--- config.mk ---
export PLATFORM = sky130hd
export DESIGN_NAME = ahb_lite_master
export DESIGN_NICKNAME = d
export VERILOG_FILES = /design/src/rtl/ahb_lite_pkg.sv /design/src/rtl/ahb_wait_timer.sv /design/src/rtl/ahb_lite_master.sv
export SDC_FILE = /design/constraint.sdc
export NUM_CORES = 1
export LEC_CHECK = 0
export ABC_AREA = 1
export BUFFER_PORTS_ARGS = -buffer_cell sky130_fd_sc_hd__buf_2
export CAP_MARGIN = 40
export CELL_PAD_IN_SITES_DETAIL_PLACEMENT = 1
export CELL_PAD_IN_SITES_GLOBAL_PLACEMENT = 1
export CORE_UTILIZATION = 36
export DETAILED_ROUTE_END_ITERATION = 16
export PLACE_DENSITY = 0.81
export SYNTH_ARGS = -nofsm -noshare
export SYNTH_HDL_FRONTEND = slang
export SYNTH_SLANG_ARGS = --single-unit
--- constraint.sdc ---
create_clock -name clk -period 3.33 [get_ports clk]
set_input_delay 0 -clock clk [delete_from_list [all_inputs] [get_ports clk]]
set_output_delay 0 -clock clk [all_outputs]
set_load 0.01 [all_outputs]
--- src/rtl/ahb_lite_pkg.sv ---
// Shared AHB-Lite encodings and the master state type.
package ahb_lite_pkg;

    localparam logic [1:0] HTRANS_IDLE   = 2'b00;
    localparam logic [1:0] HTRANS_BUSY   = 2'b01;
    localparam logic [1:0] HTRANS_NONSEQ = 2'b10;
    localparam logic [1:0] HTRANS_SEQ    = 2'b11;

    localparam logic [2:0] HSIZE_BYTE  = 3'd0;
    localparam logic [2:0] HSIZE_HALF  = 3'd1;
    localparam logic [2:0] HSIZE_WORD  = 3'd2;
    localparam logic [2:0] HSIZE_DWORD = 3'd3;

    localparam logic [2:0] HBURST_SINGLE = 3'b000;

    typedef enum logic [1:0] {
        ST_IDLE = 2'd0,
        ST_ADDR = 2'd1,
        ST_DATA = 2'd2
    } mst_state_e;

endpackage

--- src/rtl/ahb_wait_timer.sv ---
// Saturating data-phase wait-state counter; expired flags count == terminal.
// A terminal value of zero never expires.
module ahb_wait_timer #(
    parameter int CNT_W = 5
) (
    input  logic             clk,
    input  logic             n_rst,
    input  logic             clear,
    input  logic             count_enable,
    input  logic [CNT_W-1:0] terminal,
    output logic             expired
);

    logic [CNT_W-1:0] count_q;
    logic [CNT_W-1:0] count_d;

    always_comb begin
        count_d = count_q;
        if (clear) begin
            count_d = '0;
        end else if (count_enable && (count_q != {CNT_W{1'b1}})) begin
            count_d = count_q + 1'b1;
        end
    end

    always_ff @(posedge clk or negedge n_rst) begin
        if (!n_rst) begin
            count_q <= '0;
        end else begin
            count_q <= count_d;
        end
    end

    assign expired = (terminal != '0) && (count_q == terminal);

endmodule

--- src/rtl/ahb_lite_master.sv ---
// Single-transfer AHB-Lite initiator: one valid/ready command becomes one
// NONSEQ SINGLE transfer, answered by a one-cycle response strobe.
//   state   | meaning
//   ST_IDLE | ready for a command, bus idle
//   ST_ADDR | address phase, NONSEQ driven until hready
//   ST_DATA | data phase, waiting for hready or timeout
module ahb_lite_master
    import ahb_lite_pkg::*;
#(
    parameter int ADDR_W      = 32,
    parameter int DATA_W      = 32,
    parameter int TIMEOUT_CYC = 16
) (
    input  logic              clk,
    input  logic              n_rst,
    input  logic              cmd_valid,
    output logic              cmd_ready,
    input  logic              cmd_write,
    input  logic [ADDR_W-1:0] cmd_addr,
    input  logic [2:0]        cmd_size,
    input  logic [DATA_W-1:0] cmd_wdata,
    output logic              rsp_valid,
    output logic [DATA_W-1:0] rsp_rdata,
    output logic              rsp_error,
    output logic              rsp_timeout,
    output logic [ADDR_W-1:0] haddr,
    output logic              hwrite,
    output logic [2:0]        hsize,
    output logic [2:0]        hburst,
    output logic [1:0]        htrans,
    output logic [DATA_W-1:0] hwdata,
    input  logic [DATA_W-1:0] hrdata,
    input  logic              hready,
    input  logic              hresp
);

    localparam int              CNT_W    = (TIMEOUT_CYC > 0) ? $clog2(TIMEOUT_CYC + 1) : 1;
    localparam logic [CNT_W-1:0] TERM    = CNT_W'(TIMEOUT_CYC);
    localparam logic [2:0]      MAX_SIZE = 3'($clog2(DATA_W / 8));

    mst_state_e        state_q, state_d;
    logic              write_q, write_d;
    logic [ADDR_W-1:0] addr_q, addr_d;
    logic [2:0]        size_q, size_d;
    logic [DATA_W-1:0] wdata_q, wdata_d;
    logic              rsp_valid_q, rsp_valid_d;
    logic [DATA_W-1:0] rsp_rdata_q, rsp_rdata_d;
    logic              rsp_error_q, rsp_error_d;
    logic              rsp_timeout_q, rsp_timeout_d;

    logic       tmr_clear, tmr_enable, tmr_expired;
    logic [7:0] low_mask;
    logic       cmd_legal;

    // Size and alignment only matter below bit 8 since hsize tops out at 7.
    always_comb begin
        low_mask  = (8'd1 << cmd_size) - 8'd1;
        cmd_legal = (cmd_size <= MAX_SIZE) && ((cmd_addr[7:0] & low_mask) == 8'd0);
    end

    always_comb begin
        state_d       = state_q;
        write_d       = write_q;
        addr_d        = addr_q;
        size_d        = size_q;
        wdata_d       = wdata_q;
        rsp_valid_d   = 1'b0;
        rsp_rdata_d   = rsp_rdata_q;
        rsp_error_d   = rsp_error_q;
        rsp_timeout_d = rsp_timeout_q;
        case (state_q)
            ST_IDLE: begin
                if (cmd_valid) begin
                    rsp_timeout_d = 1'b0;
                    if (cmd_legal) begin
                        write_d     = cmd_write;
                        addr_d      = cmd_addr;
                        size_d      = cmd_size;
                        wdata_d     = cmd_wdata;
                        rsp_error_d = 1'b0;
                        state_d     = ST_ADDR;
                    end else begin
                        rsp_valid_d = 1'b1;
                        rsp_error_d = 1'b1;
                    end
                end
            end
            ST_ADDR: begin
                if (hready) state_d = ST_DATA;
            end
            ST_DATA: begin
                if (hready) begin
                    rsp_valid_d = 1'b1;
                    rsp_error_d = hresp;
                    rsp_rdata_d = write_q ? '0 : hrdata;
                    state_d     = ST_IDLE;
                end else if (tmr_expired) begin
                    rsp_valid_d   = 1'b1;
                    rsp_error_d   = 1'b1;
                    rsp_timeout_d = 1'b1;
                    state_d       = ST_IDLE;
                end
            end
            default: state_d = ST_IDLE;
        endcase
    end

    always_ff @(posedge clk or negedge n_rst) begin
        if (!n_rst) begin
            state_q       <= ST_IDLE;
            write_q       <= 1'b0;
            addr_q        <= '0;
            size_q        <= '0;
            wdata_q       <= '0;
            rsp_valid_q   <= 1'b0;
            rsp_rdata_q   <= '0;
            rsp_error_q   <= 1'b0;
            rsp_timeout_q <= 1'b0;
        end else begin
            state_q       <= state_d;
            write_q       <= write_d;
            addr_q        <= addr_d;
            size_q        <= size_d;
            wdata_q       <= wdata_d;
            rsp_valid_q   <= rsp_valid_d;
            rsp_rdata_q   <= rsp_rdata_d;
            rsp_error_q   <= rsp_error_d;
            rsp_timeout_q <= rsp_timeout_d;
        end
    end

    assign tmr_clear  = (state_q == ST_ADDR) && hready;
    assign tmr_enable = (state_q == ST_DATA) && !hready;

    ahb_wait_timer #(.CNT_W(CNT_W)) u_wait_timer (
        .clk          (clk),
        .n_rst        (n_rst),
        .clear        (tmr_clear),
        .count_enable (tmr_enable),
        .terminal     (TERM),
        .expired      (tmr_expired)
    );

    assign cmd_ready   = (state_q == ST_IDLE);
    assign htrans      = (state_q == ST_ADDR) ? HTRANS_NONSEQ : HTRANS_IDLE;
    assign haddr       = addr_q;
    assign hwrite      = write_q;
    assign hsize       = size_q;
    assign hburst      = HBURST_SINGLE;
    assign hwdata      = ((state_q == ST_DATA) && write_q) ? wdata_q : '0;
    assign rsp_valid   = rsp_valid_q;
    assign rsp_rdata   = rsp_rdata_q;
    assign rsp_error   = rsp_error_q;
    assign rsp_timeout = rsp_timeout_q;

endmodule
* Word level (Yosys, flattened, before mapping)
Cells that the tools add are included.
** Word-level totals
- Flip-flop bits (word level) :: 110
- Memory bits (read-only) :: 0
- Latch bits :: 0
- Logic and storage cells :: 63
- Memories kept :: 0
- Bits in writable memories :: 0
** Operators by class
- $add $sub $neg :: 2
- Bitwise operators :: 1
- $lt $le $gt $ge :: 1
- Eq/ne operators :: 10
- $mul :: 0
- Reductions and logical operators :: 15
- Divide/modulo/power cells :: 0
- Shifts and indexed selects :: 1
- Multiplexer cells :: 23
** Operator list (number)
- 2-to-1 mux 32 bit :: 2
- 2-to-1 mux 2 bit :: 6
- 2-to-1 mux 5 bit :: 2
- 2-to-1 mux 1 bit :: 9
- bitwise AND 8 bit :: 1
- zero test 8 bit :: 1
- != test 2 bit (second input constant) :: 4
- AND reduction 4 bit :: 2
- left shift 1 x 3 -> 8 bit (first input constant) :: 1
- subtractor 8 x 1 -> 8 bit (second input constant) :: 1
- one-hot mux 1 bit (2 select lines) :: 3
- one-hot mux 2 bit (3 select lines) :: 1
- AND reduction 3 bit :: 2
- adder 5 x 1 -> 5 bit (second input constant) :: 1
- equality test 5 bit (second input constant) :: 1
- logical AND 1 bit :: 5
- != test 5 bit (second input constant) :: 1
- nonzero test 2 bit :: 2
- less-or-equal comparator 3 x 2 -> 1 bit (second input constant) :: 1
- != test 3 bit (second input constant) :: 1
- equality test 2 x 1 -> 1 bit (second input constant) :: 1
- equality test 2 bit (second input constant) :: 1
- zero test 2 bit :: 1
- != test 2 x 1 -> 1 bit (second input constant) :: 1
- 2 further kinds :: 2

* Depth between registers and ports, before layout
- Depth in word-level cells :: 8
- Mapped depth :: 10
- Depth with buffers taken out :: 10

* Cells and area by module
Synthesis repeated with hierarchy kept, for this count alone.
** Second synthesis, totals
- Cell total of the unflattened synthesis :: 619
- Area total of the unflattened synthesis :: 5061.1 sq um
** By module, submodules not included
- ahb_lite_master :: cells an instance 563, sequential area each 2627.5 sq um, times used 1, area each 4707.0 sq um
- ahb_wait_timer :: cells an instance 56, sequential area each 125.1 sq um, times used 1, area each 354.1 sq um

* Worst setup path before layout
Ideal clock, no wire load.
- Path type :: register to register
- From :: reg u_wait_timer.count_q[0]
- To :: reg u_wait_timer.count_q[3]
- Setup slack :: 1.918 ns
- Arrival time :: 1.293 ns
- Cell stages (with the launch flop) :: 11
- Cells stage by stage :: dfrtp_1 > ha_1 > nand2_1 > nor2_1 > ha_1 > nor2_1 > nand2_1 > inv_1 > nand3_1 > nand2_1 > nor2_1
** On the way
- Cells in the longest elaborated chain, start to end :: 3
- Elaborated cells on any way between the ends :: 6
- Those cells by class :: add/sub (1); eq/ne (1); mux (2); reduce/logical (2)
** Ends and longest elaborated chain
- start, declared :: line ahb_wait_timer.sv:14 : logic [CNT_W-1:0] count_q;
- start signal, assigned :: line ahb_wait_timer.sv:30 : count_q <= count_d;
- adder 5 x 1 -> 5 bit or != test 5 bit (tied branches) :: line ahb_wait_timer.sv:22, ahb_wait_timer.sv:21
- 2-to-1 mux 5 bit or logical AND 1 bit (tied branches) :: line ahb_wait_timer.sv:21 : end else if (count_enable && (count_q != {CNT_W{1'b1}})) begin
- 2-to-1 mux 5 bit or nonzero test 2 bit (tied branches)
Parallel ways exist; a longest one is shown, timed or not. The select of a mux whose other input is x is not followed.
A chain may end at the register's enable or synchronous reset.

* Worst setup path after layout
- From :: reg state_q[1]
- To :: reg rsp_error_q (netlist: rsp_error)
** On the way
- Cells in the longest elaborated chain, start to end :: 3
- Elaborated cells on any way between the ends :: 7
- Those cells by class :: eq/ne (3); mux (1); reduce/logical (3)
** Ends and longest elaborated chain
- start, declared :: line ahb_lite_master.sv:41 : mst_state_e state_q, state_d;
- start signal, assigned :: line ahb_lite_master.sv:120 : state_q <= state_d;
- equality test 2 bit or zero test 2 bit (tied branches) :: line ahb_lite_master.sv:71 : case (state_q)
- != test 3 bit (no line) (tied with other cells)
- AND reduction 3 bit (no line)
- end signal, assigned :: line ahb_lite_master.sv:127 : rsp_error_q <= rsp_error_d;
- end, declared :: line ahb_lite_master.sv:48 : logic rsp_error_q, rsp_error_d;
Parallel ways exist; a longest one is shown, timed or not.

==> results by group <==
Timing
  • RSZ-0062 raised after global routing: false
  • Slew Viols, Final: 0
  • Tcrit/Tclk final: 0.6459
  • Slew HR: 0.4407
  • Slew @ Worst Pin: 0.8390 ns
  • Min Tclk post-route: 2.151 ns
  • TNS Setup: 0 ns
  • Setup violations, final: 0
  • Fmax: 0.4650 GHz
  • Clk_skew: 0.008295 ns
  • Final Hold Fails: 0

Power and ir drop
  • PwrDens: 640.9 nW/um2
  • Final Power: 4.691 mW
  • Peak supply drop: 328.6 uV
  • LEAKAGE: between 4 and 5 nW

Global route
  • Gr ovfl total: 0
  • Initial antenna violation count: 0
  • Vias in the first global route: about 5700
  • GRT Util Overall: 0.2625
  • First-pass GRT wire length: roughly 29 mm
  • Pin count of the biggest net entering global routing: 72

Critical path
  • Worst path required time: approximately 3.6 ns
  • CP Launch Type: flop
  • Worst Path Arrival: 2.38 ns
  • Crit-path max FO: between 60 and 70
  • Cell Chain, Critical Path: inv_2, nor2_4, nand2_4, or2_0, nand3_1, nand2_1, dlygate4sd3_1
  • Slowest Stage Delay on Critical Path: 0.55 ns
  • Setup crit end kind: flop
  • Crit-path leading delay family: simple AND/OR/NAND/NOR gates
  • CP bufs+invs: 2
  • Crit path max-delay cell type: dlygate4sd3_1
  • Setup Crit Path Kind: reg2reg

Cells and area
  • Synthesis-to-layout area growth: 49.85%
  • Layout cell share with drive strength beyond 1: 0.2736
  • Antenna diodes: 0
  • Commonest non-fill, non-tap cell in the layout: nand2_1
  • Commonest cells after routing, fill and taps aside: nand2_1, buf_2, dfrtp_1, dlygate4sd3_1, nand3_1
  • Fill cells: 1611
  • Multi-input gate area: 1692 um2
  • Register area: ~2800 um2
  • Layout Cells excl Fill: 1057
  • Layout Nets: around 980

Place
  • Port buffer count: about 210
  • Placed cell count: about 940
  • Hpwl dp: 10.34 mm
  • GPL Wtd Cong: roughly 0.80

Die
  • Total core area: about 13000 um2
  • Chip width: 118.5 um
  • Die footprint: 14040 um2
  • Die height: 118.5 um
  • Initial Util: 0.3689
  • IO Count: between 200 and 250
  • Rows: 42

Clock tree
  • H-Tree Depth: 3
  • Clk slew on worst S/H paths: 0.07 ns
  • Clock Sinks: 110
  • Root Driver: clkbuf_16
  • CTS max path bufs: 2
  • Worst-skew pair later-pin latency: 0.35 ns
  • Num CTS Buffers: 9
  • CTS tree: done
  • Post-CTS setup buffer count: 0

Worst hold path
  • Worst hold-check path type: in2async

Drt
  • Initial drt markers: 271
  • Routed vias: a little over 5000
  • Residual DRC: 0
  • Post-route ant nets: 0
  • Pre-antenna DRT Iters: 4
  • Drt total wl: 17.91 mm
  • WL/cell: 16.94 um
  • Vias per inst: 4.870

Synthesis
  • Synth Warn #: 0
  • Register area share after synthesis: 0.5635
  • Netlist cell types: 26
  • Mean Syn Cell Area: 8.422 um2
  • #FFs+latches synth: 110
  • Synth Cell Area: 4885 um2
  • Mapped Cells: 580

Run
  • Max Cap Viol: 0

Status
  • Status: complete, no violations
cell type report:
class | count | area share
flip-flops and latches | 110 | 0.3761
repair buffers | 320 | 0.2988
well taps | 176 | 0.03009
inverters | 47 | 0.02410
multi-input cells | 388 | 0.2311
clock buffers | 11 | 0.03179
clock inverters | 5 | 0.008034
Yosys cell counts (all sizes together):
library cell  count  area [um2]
nand2           219       832.1
dfrtp           110        2753
nand3            74       382.9
inv              47       176.4
nor2             40       160.2
o21ai            39       202.7
buf              29       249.0
clkbuf            9       33.78
a21oi             4       23.77
ha                3       37.54
nor3              2       10.01
conb              1       3.750
nand4             1       6.260
o31ai             1       7.510
or2               1       6.260
through the flow:
step	utilization	hold slack, ns	area (um2)	setup WS [ns]
detailed placement	0.4529	-0.1065	5997	1.437
floorplan	-	-0.2956	4896	1.918
CTS	0.5527	0.04988	7320	1.180
global placement	0.4476	0.1902	5927	1.362
finish	0.5527	0.09323	7320	1.179
global route	0.5527	0.1096	7320	1.043
power by group:
part | internal, mW | switching (mW)
Sequential | 1.79 | 0.291
Combinational | 0.628 | 0.895
Clock | 0.586 | 0.497
worst paths after layout:
path	end	depth (start not counted)	slack, ns	start
min in group clk	wdata_q[3]	5	0.22	cmd_size[2]
max	rsp_error	7	1.18	state_q[1]
max in group asynchronous	wdata_q[11]	4	2.31	n_rst
min	haddr[10]	2	0.09	n_rst
min reg2reg	wdata_q[22]	2	0.49	wdata_q[22]
max reg2reg	rsp_error	7	1.18	state_q[1]
logic make-up after synthesis:
kind of cell,share of synthesized area
buffers and inverters,0.09400
and+or+nand+nor,0.2861
other,0.0007677
DFF,0.5635
AOI/OAI and AO/OA,0.04790
adders and majority gates,0.007685
sequential cells by signal, indices dropped and copies added, names as in the netlist:
signal / cells
rsp_valid: 1
haddr: 32
hsize: 3
rsp_error: 1
rsp_timeout: 1
state_q: 2
u_wait_timer.count_q: 5
hwrite: 1
wdata_q: 32
rsp_rdata: 32
per-layer routing:
metal	vias to the layer above	track usage	share of wire
met1	2512	0.2922	0.39
met2	209	0.4772	0.52
met5	-	0	0
met3	42	0.05985	0.063
met4	0	0.1147	0.031
li1	2385	-	-
what timing repair did:
item | in CTS | in global routing
hold buffers | 103 | 0
gates resized for setup | 0 | 0
hold endpoints to repair | 171 | 0
Note: power is estimated with default switching activity, not from simulation.
